**config.mk**
```make
export PLATFORM = sky130hd
export DESIGN_NAME = sdram_frame_arbiter
export DESIGN_NICKNAME = d
export VERILOG_FILES = /design/src/rtl/sdram_arb_pkg.sv /design/src/rtl/sdram_frame_addr_gen.sv /design/src/rtl/sdram_frame_arbiter.sv
export SDC_FILE = /design/constraint.sdc
export NUM_CORES = 1
export LEC_CHECK = 0
export BUFFER_PORTS_ARGS = -buffer_cell sky130_fd_sc_hd__buf_2
export CAP_MARGIN = 20
export CORE_UTILIZATION = 25
export DETAILED_ROUTE_END_ITERATION = 8
export MAX_ROUTING_LAYER = met4
export PLACE_DENSITY = 0.49
export SETUP_SLACK_MARGIN = 0.3
export SLEW_MARGIN = 40
export SYNTH_ARGS = -nofsm -noshare
export SYNTH_HDL_FRONTEND = slang
export SYNTH_SLANG_ARGS = --single-unit
```
**constraint.sdc**
```tcl
create_clock -name S_CLK -period 1.5 [get_ports S_CLK]
set_input_delay 0.3 -clock S_CLK [delete_from_list [all_inputs] [get_ports S_CLK]]
set_output_delay 0.3 -clock S_CLK [all_outputs]
set_load 0.05 [all_outputs]
```
**src/rtl/sdram_arb_pkg.sv**
```systemverilog
// Shared constants for the SDRAM frame arbiter: state encoding, parameter defaults, sizing helper.
package sdram_arb_pkg;

  // Parameter defaults used by the arbiter and its address generators
  localparam int unsigned ADDR_W_DEF       = 20;
  localparam int unsigned BURST_LEN_DEF    = 8;
  localparam int unsigned FRAME_BURSTS_DEF = 30;
  localparam int unsigned REFRESH_CYC_DEF  = 780;

  // Arbiter state encoding
  localparam int unsigned ST_W = 2;
  localparam logic [1:0] ST_IDLE    = 2'd0;
  localparam logic [1:0] ST_REFRESH = 2'd1;
  localparam logic [1:0] ST_WRITE   = 2'd2;
  localparam logic [1:0] ST_READ    = 2'd3;

  // Bits needed to hold 0..n-1, never less than one bit
  function automatic int unsigned width_of(input int unsigned n);
    return (n > 1) ? $clog2(n) : 1;
  endfunction

endpackage

```
**src/rtl/sdram_frame_addr_gen.sv**
```systemverilog
// Burst index / ping-pong buffer tracker for one side (write or read) of the frame buffer.
// addr reflects the buffer about to be latched when latch_buf is asserted at frame start,
// so the arbiter can register the correct address in the same cycle it grants the burst.
module sdram_frame_addr_gen
  import sdram_arb_pkg::*;
#(
  parameter int unsigned ADDR_W         = ADDR_W_DEF,
  parameter int unsigned BURST_LEN      = BURST_LEN_DEF,
  parameter int unsigned FRAME_BURSTS   = FRAME_BURSTS_DEF,
  parameter bit          TOGGLE_ON_WRAP = 1'b1
) (
  input  logic              S_CLK,
  input  logic              RST_N,
  input  logic              advance,
  input  logic              latch_buf,
  input  logic              buf_in,
  output logic [ADDR_W-1:0] addr,
  output logic              frame_done
);

  localparam int unsigned      IDX_W    = width_of(FRAME_BURSTS);
  localparam int unsigned      OFF_W    = ADDR_W - 1;
  localparam logic [IDX_W-1:0] IDX_LAST = IDX_W'(FRAME_BURSTS - 1);
  localparam logic [OFF_W-1:0] STEP     = OFF_W'(BURST_LEN);

  logic [IDX_W-1:0] idx_q, idx_d;
  logic             sel_q, sel_d;
  logic             done_q, done_d;
  logic             take_in;

  // A new buffer is only taken at the start of a frame
  assign take_in = latch_buf && (idx_q == '0);

  // Next index, buffer select and wrap pulse
  always_comb begin
    idx_d  = idx_q;
    sel_d  = sel_q;
    done_d = 1'b0;
    if (take_in) begin
      sel_d = buf_in;
    end
    if (advance) begin
      if (idx_q == IDX_LAST) begin
        idx_d  = '0;
        done_d = 1'b1;
        if (TOGGLE_ON_WRAP) begin
          sel_d = ~sel_q;
        end
      end else begin
        idx_d = idx_q + IDX_W'(1);
      end
    end
  end

  // State registers
  always_ff @(posedge S_CLK or negedge RST_N) begin
    if (!RST_N) begin
      idx_q  <= '0;
      sel_q  <= 1'b0;
      done_q <= 1'b0;
    end else begin
      idx_q  <= idx_d;
      sel_q  <= sel_d;
      done_q <= done_d;
    end
  end

  assign addr       = {(take_in ? buf_in : sel_q), OFF_W'(idx_q) * STEP};
  assign frame_done = done_q;

endmodule

```
**src/rtl/sdram_frame_arbiter.sv**
```systemverilog
// Arbitrates refresh, VGA frame reads and camera frame writes onto the SDRAM burst engine.
// One command at a time; each command is held until its matching ack pulse.
module sdram_frame_arbiter
  import sdram_arb_pkg::*;
#(
  parameter int unsigned ADDR_W       = ADDR_W_DEF,
  parameter int unsigned BURST_LEN    = BURST_LEN_DEF,
  parameter int unsigned FRAME_BURSTS = FRAME_BURSTS_DEF,
  parameter int unsigned REFRESH_CYC  = REFRESH_CYC_DEF
) (
  input  logic              S_CLK,
  input  logic              RST_N,
  input  logic              init_done,
  input  logic              wr_req,
  input  logic              rd_req,
  input  logic              write_ack,
  input  logic              read_ack,
  input  logic              refresh_ack,
  output logic              write_en,
  output logic              read_en,
  output logic              refresh_en,
  output logic [ADDR_W-1:0] addr,
  output logic              wr_frame_done,
  output logic              rd_frame_done,
  output logic              busy
);

  localparam int unsigned      TMR_W      = width_of(REFRESH_CYC);
  localparam logic [TMR_W-1:0] TMR_RELOAD = TMR_W'(REFRESH_CYC - 1);

  logic [ST_W-1:0]   state_q, state_d;
  logic              write_en_q, write_en_d;
  logic              read_en_q, read_en_d;
  logic              refresh_en_q, refresh_en_d;
  logic [ADDR_W-1:0] addr_q, addr_d;
  logic              busy_q, busy_d;
  logic              last_rd_q, last_rd_d;
  logic              frame_valid_q, frame_valid_d;
  logic              ref_pend_q, ref_pend_d;
  logic [TMR_W-1:0]  tmr_q, tmr_d;

  logic              wr_adv, rd_adv, rd_grant;
  logic              take_wr, take_rd;
  logic              rd_ok;
  logic              wr_done, rd_done;
  logic [ADDR_W-1:0] wr_addr, rd_addr;

  // A frame completing this very edge already makes reads eligible
  assign rd_ok = rd_req && (frame_valid_q || wr_done);

  // Refresh interval timer and pending flag; a new expiry wins over a same-cycle ack
  always_comb begin
    tmr_d      = tmr_q;
    ref_pend_d = ref_pend_q;
    if (!init_done) begin
      tmr_d = TMR_RELOAD;
    end else if (tmr_q == '0) begin
      tmr_d = TMR_RELOAD;
    end else begin
      tmr_d = tmr_q - TMR_W'(1);
    end
    if ((state_q == ST_REFRESH) && refresh_ack) begin
      ref_pend_d = 1'b0;
    end
    if (init_done && (tmr_q == '0)) begin
      ref_pend_d = 1'b1;
    end
  end

  // Grant / completion state machine with registered command outputs
  always_comb begin
    state_d       = state_q;
    write_en_d    = write_en_q;
    read_en_d     = read_en_q;
    refresh_en_d  = refresh_en_q;
    addr_d        = addr_q;
    last_rd_d     = last_rd_q;
    frame_valid_d = frame_valid_q | wr_done;
    wr_adv        = 1'b0;
    rd_adv        = 1'b0;
    rd_grant      = 1'b0;
    take_wr       = 1'b0;
    take_rd       = 1'b0;

    case (state_q)
      ST_IDLE: begin
        if (init_done) begin
          if (ref_pend_q) begin
            state_d      = ST_REFRESH;
            refresh_en_d = 1'b1;
          end else if (rd_ok && !(last_rd_q && wr_req)) begin
            take_rd = 1'b1;
          end else if (wr_req) begin
            take_wr = 1'b1;
          end else if (rd_ok) begin
            take_rd = 1'b1;
          end
        end
        if (take_rd) begin
          state_d   = ST_READ;
          read_en_d = 1'b1;
          rd_grant  = 1'b1;
          addr_d    = rd_addr;
          last_rd_d = 1'b1;
        end
        if (take_wr) begin
          state_d    = ST_WRITE;
          write_en_d = 1'b1;
          addr_d     = wr_addr;
          last_rd_d  = 1'b0;
        end
      end
      ST_REFRESH: begin
        if (refresh_ack) begin
          state_d      = ST_IDLE;
          refresh_en_d = 1'b0;
        end
      end
      ST_WRITE: begin
        if (write_ack) begin
          state_d    = ST_IDLE;
          write_en_d = 1'b0;
          wr_adv     = 1'b1;
        end
      end
      ST_READ: begin
        if (read_ack) begin
          state_d   = ST_IDLE;
          read_en_d = 1'b0;
          rd_adv    = 1'b1;
        end
      end
      default: begin
        state_d      = ST_IDLE;
        write_en_d   = 1'b0;
        read_en_d    = 1'b0;
        refresh_en_d = 1'b0;
      end
    endcase

    busy_d = (state_d != ST_IDLE);
  end

  // State and output registers
  always_ff @(posedge S_CLK or negedge RST_N) begin
    if (!RST_N) begin
      state_q       <= ST_IDLE;
      write_en_q    <= 1'b0;
      read_en_q     <= 1'b0;
      refresh_en_q  <= 1'b0;
      addr_q        <= '0;
      busy_q        <= 1'b0;
      last_rd_q     <= 1'b0;
      frame_valid_q <= 1'b0;
      ref_pend_q    <= 1'b0;
      tmr_q         <= TMR_RELOAD;
    end else begin
      state_q       <= state_d;
      write_en_q    <= write_en_d;
      read_en_q     <= read_en_d;
      refresh_en_q  <= refresh_en_d;
      addr_q        <= addr_d;
      busy_q        <= busy_d;
      last_rd_q     <= last_rd_d;
      frame_valid_q <= frame_valid_d;
      ref_pend_q    <= ref_pend_d;
      tmr_q         <= tmr_d;
    end
  end

  // Write side: steps through the buffer, flips to the other buffer at frame end
  sdram_frame_addr_gen #(
    .ADDR_W        (ADDR_W),
    .BURST_LEN     (BURST_LEN),
    .FRAME_BURSTS  (FRAME_BURSTS),
    .TOGGLE_ON_WRAP(1'b1)
  ) u_wr_gen (
    .S_CLK     (S_CLK),
    .RST_N     (RST_N),
    .advance   (wr_adv),
    .latch_buf (1'b0),
    .buf_in    (1'b0),
    .addr      (wr_addr),
    .frame_done(wr_done)
  );

  // Read side: at frame start locks onto the buffer the writer last completed
  sdram_frame_addr_gen #(
    .ADDR_W        (ADDR_W),
    .BURST_LEN     (BURST_LEN),
    .FRAME_BURSTS  (FRAME_BURSTS),
    .TOGGLE_ON_WRAP(1'b0)
  ) u_rd_gen (
    .S_CLK     (S_CLK),
    .RST_N     (RST_N),
    .advance   (rd_adv),
    .latch_buf (rd_grant),
    .buf_in    (~wr_addr[ADDR_W-1]),
    .addr      (rd_addr),
    .frame_done(rd_done)
  );

  assign write_en      = write_en_q;
  assign read_en       = read_en_q;
  assign refresh_en    = refresh_en_q;
  assign addr          = addr_q;
  assign busy          = busy_q;
  assign wr_frame_done = wr_done;
  assign rd_frame_done = rd_done;

endmodule
```
==> results.py <==
metrics = {
    "drt": {
        "vias": 1614,
        "first_pass_iters": 4,
        "drtIter0Drc": 41,
        "ant_nets": 0,
        "via_per_inst": 4.374,
        "drcViolationCount": 0,
        "wl_per_cell_um": 12.98,
        "routed_wl_um": 4790,
    },
    "run_status": {
        "status": "finished, violations left",
        "violations": "setup timing",
    },
    "clocking": {
        "root_buffer": "clkbuf_8",
        "cts.htree.levels": 2,
        "clock_latency_ns": 0.29,
        "clkTransAtPathRegs_ns": 0.08,
        "numCtsBuffers": 5,
        "cts_tree": "done",
        "cts_max_path_buffers": 2,
        "cts.sinks": 39,
    },
    "placement": {
        "place_congestion": 0.7287,
        "place_ws_ns": -0.02748,
        "portBuffers": 19,
        "dp_hpwl_um": 3342,
    },
    "die": {
        "num_io_pins": 34,
        "std_cell_rows": 32,
        "die_x_um": 91.40,
        "die_area_um2": 8354,
        "start_util": 0.2586,
        "coreArea_um2": 7727,
        "die_h_um": 91.40,
    },
    "synth": {
        "avgSynthCellArea_um2": 10.04,
        "synth_area_um2": 1998,
        "synth_edf_count": 0,
        "synth-main-ff-cell": "dfrtp_1",
        "synth_warnings": 0,
        "async_flop_share": 1.000,
        "netlist_instances": 199,
        "seq_area_frac_synth": 0.4915,
        "synth_cell_types": 46,
        "yosys_register_bits": 39,
    },
    "setup_path": {
        "crit_path_max_fanout": 3,
        "crit_chain": "inv_2 > ha_4 > nor4b_4 > nand4_1 > o211a_1 > o31a_1",
        "timing.rr.start": "u_rd_gen.idx_q[0]$_DFFE_PN0P_",
        "slowest_delay_ns": 0.41,
        "crit_slowest_cell": "dfrtp_1",
        "worstRegToRegCells": 6,
        "r2r-end": "addr[19]$_DFFE_PN0P_",
        "arrival_ns": 1.70,
        "crit_type": "reg2reg",
        "critical_path_required_ns": 1.68,
        "r2r_setup_slack_ns": -0.02,
        "end_kind": "flip-flop",
        "worstSetupStartpointType": "flip-flop",
    },
    "hold_path": {
        "hold_start": "init_done",
        "hold_path.class": "in2reg",
        "hold_end": "ref_pend_q$_DFFE_PN0P_",
        "hold_depth": 2,
    },
    "global_route": {
        "grt_use_total": 0.1230,
        "grt_pass1_vias": 1682,
        "overflow": 0,
        "antenna_found_initial": 0,
        "grt_pass1_wl_um": 7969,
        "grt_start_max_net_pins": 18,
    },
    "timing": {
        "finClkSkew_ns": 0.007716,
        "tns_ns": -0.01663,
        "maxSlewViolCount": 0,
        "hold_viol_final": 0,
        "final.period_utilization": 1.011,
        "timing.fmax_ghz": 0.6594,
        "hold_ws_ns": 0.3167,
        "setup_viol": 1,
        "period_needed_ns": 1.517,
        "setup_slack_ns": -0.01663,
        "rsz0062_at_grt": "yes",
    },
    "pwr": {
        "vdd_drop_max_uv": 916.3,
        "power.leakage_uw": 0.001313,
        "powerDensity_nw_per_um2": 1242,
    },
    "finish": {
        "layout-drive-gt1-share": 0.4906,
        "area_delta_synth_final_pct": 48.53,
        "n_antenna_cell": 0,
        "mostFrequentLayoutCells": "32 x dfrtp_1, 32 x buf_4, 22 x nand2_1",
        "nets": 280,
    },
    "job": {
        "maxCapViolations": 0,
    },
}
## logic make-up (layout without fill, tap and decap cells)
| kind of cell | after synthesis | count (layout) | share of synthesized area |
|---|---|---|---|
| xor gates and xnor gates | 8 | 8 | 0.03507 |
| muxes | 7 | 7 | 0.03632 |
| DFF | 39 | 39 | 0.4916 |
| AOI/OAI and AO/OA | 40 | 40 | 0.1277 |
| adders and majority gates | 6 | 6 | 0.03757 |
| buffers and inverters | 25 | 80 | 0.07388 |
| other | 1 | 14 | 0.001877 |
| and+or+nand+nor | 73 | 73 | 0.1960 |
## per-layer routing
metal / track usage / share of wire / vias to the layer above
li1: - / - / 804
met1: 0.1549 / 0.46 / 785
met2: 0.2011 / 0.51 / 23
met3: 0.03266 / 0.029 / 2
met4: 0.01984 / 0.0044 / 0
met5: - / 0 / -
## timing repair
action	CTS	global route
setup endpoints to repair	42	44
hold buffers	1	0
hold endpoints to repair	12	0
resized for setup	57	34
cloned	0	0
pin swaps	27	15
buffers inserted	19	5
## registers in the layout (all words and copies together) (netlist names)
name / cells
addr: 6
busy: 1
frame_valid_q: 1
last_rd_q: 1
read_en: 1
ref_pend_q: 1
refresh_en: 1
state_q: 2
tmr_q: 10
u_rd_gen.frame_done: 1
u_rd_gen.idx_q: 5
u_rd_gen.sel_q: 1
u_wr_gen.frame_done: 1
u_wr_gen.idx_q: 5
u_wr_gen.sel_q: 1
write_en: 1
## where the power goes
part	switching, µW	internal, µW
Clock	373	372
Combinational	853	648
Sequential	199	1240
Total	1420	2260
## worst max-delay path: cells and delay by family (launching register included)
| family | cells | cell delay, ns |
|---|---|---|
| AO/OA/AOI/OAI | 2 | 0.41 |
| flip-flops | 1 | 0.41 |
| buffers and inverters | 1 | 0.08 |
| AND/OR/NAND/NOR | 2 | 0.40 |
| adder cells (fa/ha/maj) | 1 | 0.11 |
## Yosys cell counts, types with 3 or more instances
cell type	n	share of area
dfrtp_1	34	0.43
nand2_1	29	0.054
o21ai_0	20	0.050
buf_4	14	0.053
nor2_1	12	0.023
inv_1	9	0.017
ha_1	6	0.038
nand3_1	6	0.015
dfstp_2	5	0.066
mux2i_1	5	0.025
xnor2_1	5	0.022
o31ai_1	4	0.015
a21oi_1	3	0.0075
nand4_1	3	0.0094
xor2_1	3	0.013
## cell type report
type | instances | area (µm²)
inverter | 9 | 36.28
fill | 765 | 4760
tap | 102 | 127.6
sequential | 39 | 984.7
clock buffer | 7 | 86.33
timing repair buffer | 63 | 549.3
clock inverter | 1 | 5.005
multi-input combinational | 148 | 1179
## metrics by stage
stage	utilization	total power, µW	std cells	cell area (µm²)
4_1_cts	0.3638	3505	364	2811
6_report	0.3841	3687	369	2968
5_1_grt	0.3841	3892	369	2968
3_5_place_dp	0.3085	2488	336	2384
3_3_place_gp	0.3085	2473	336	2384
2_1_floorplan	-	2198	212	2123
## worst max path at each step
stage	end	cells after the start	slack, ns	startpoint
floorplan	addr[19]$_DFFE_PN0P_	4	0.04	u_wr_gen.frame_done$_DFF_PN0_
global route	addr[19]$_DFFE_PN0P_	6	-0.09	u_rd_gen.idx_q[1]$_DFFE_PN0P_
CTS	tmr_q[7]$_DFF_PN0_	4	0.04	tmr_q[1]$_DFF_PN1_
detailed placement	addr[19]$_DFFE_PN0P_	6	-0.03	u_rd_gen.idx_q[0]$_DFFE_PN0P_
global placement	addr[19]$_DFFE_PN0P_	6	0.03	u_rd_gen.idx_q[0]$_DFFE_PN0P_
finish	addr[19]$_DFFE_PN0P_	6	-0.02	u_rd_gen.idx_q[0]$_DFFE_PN0P_
(Power assumes the default switching activity.)
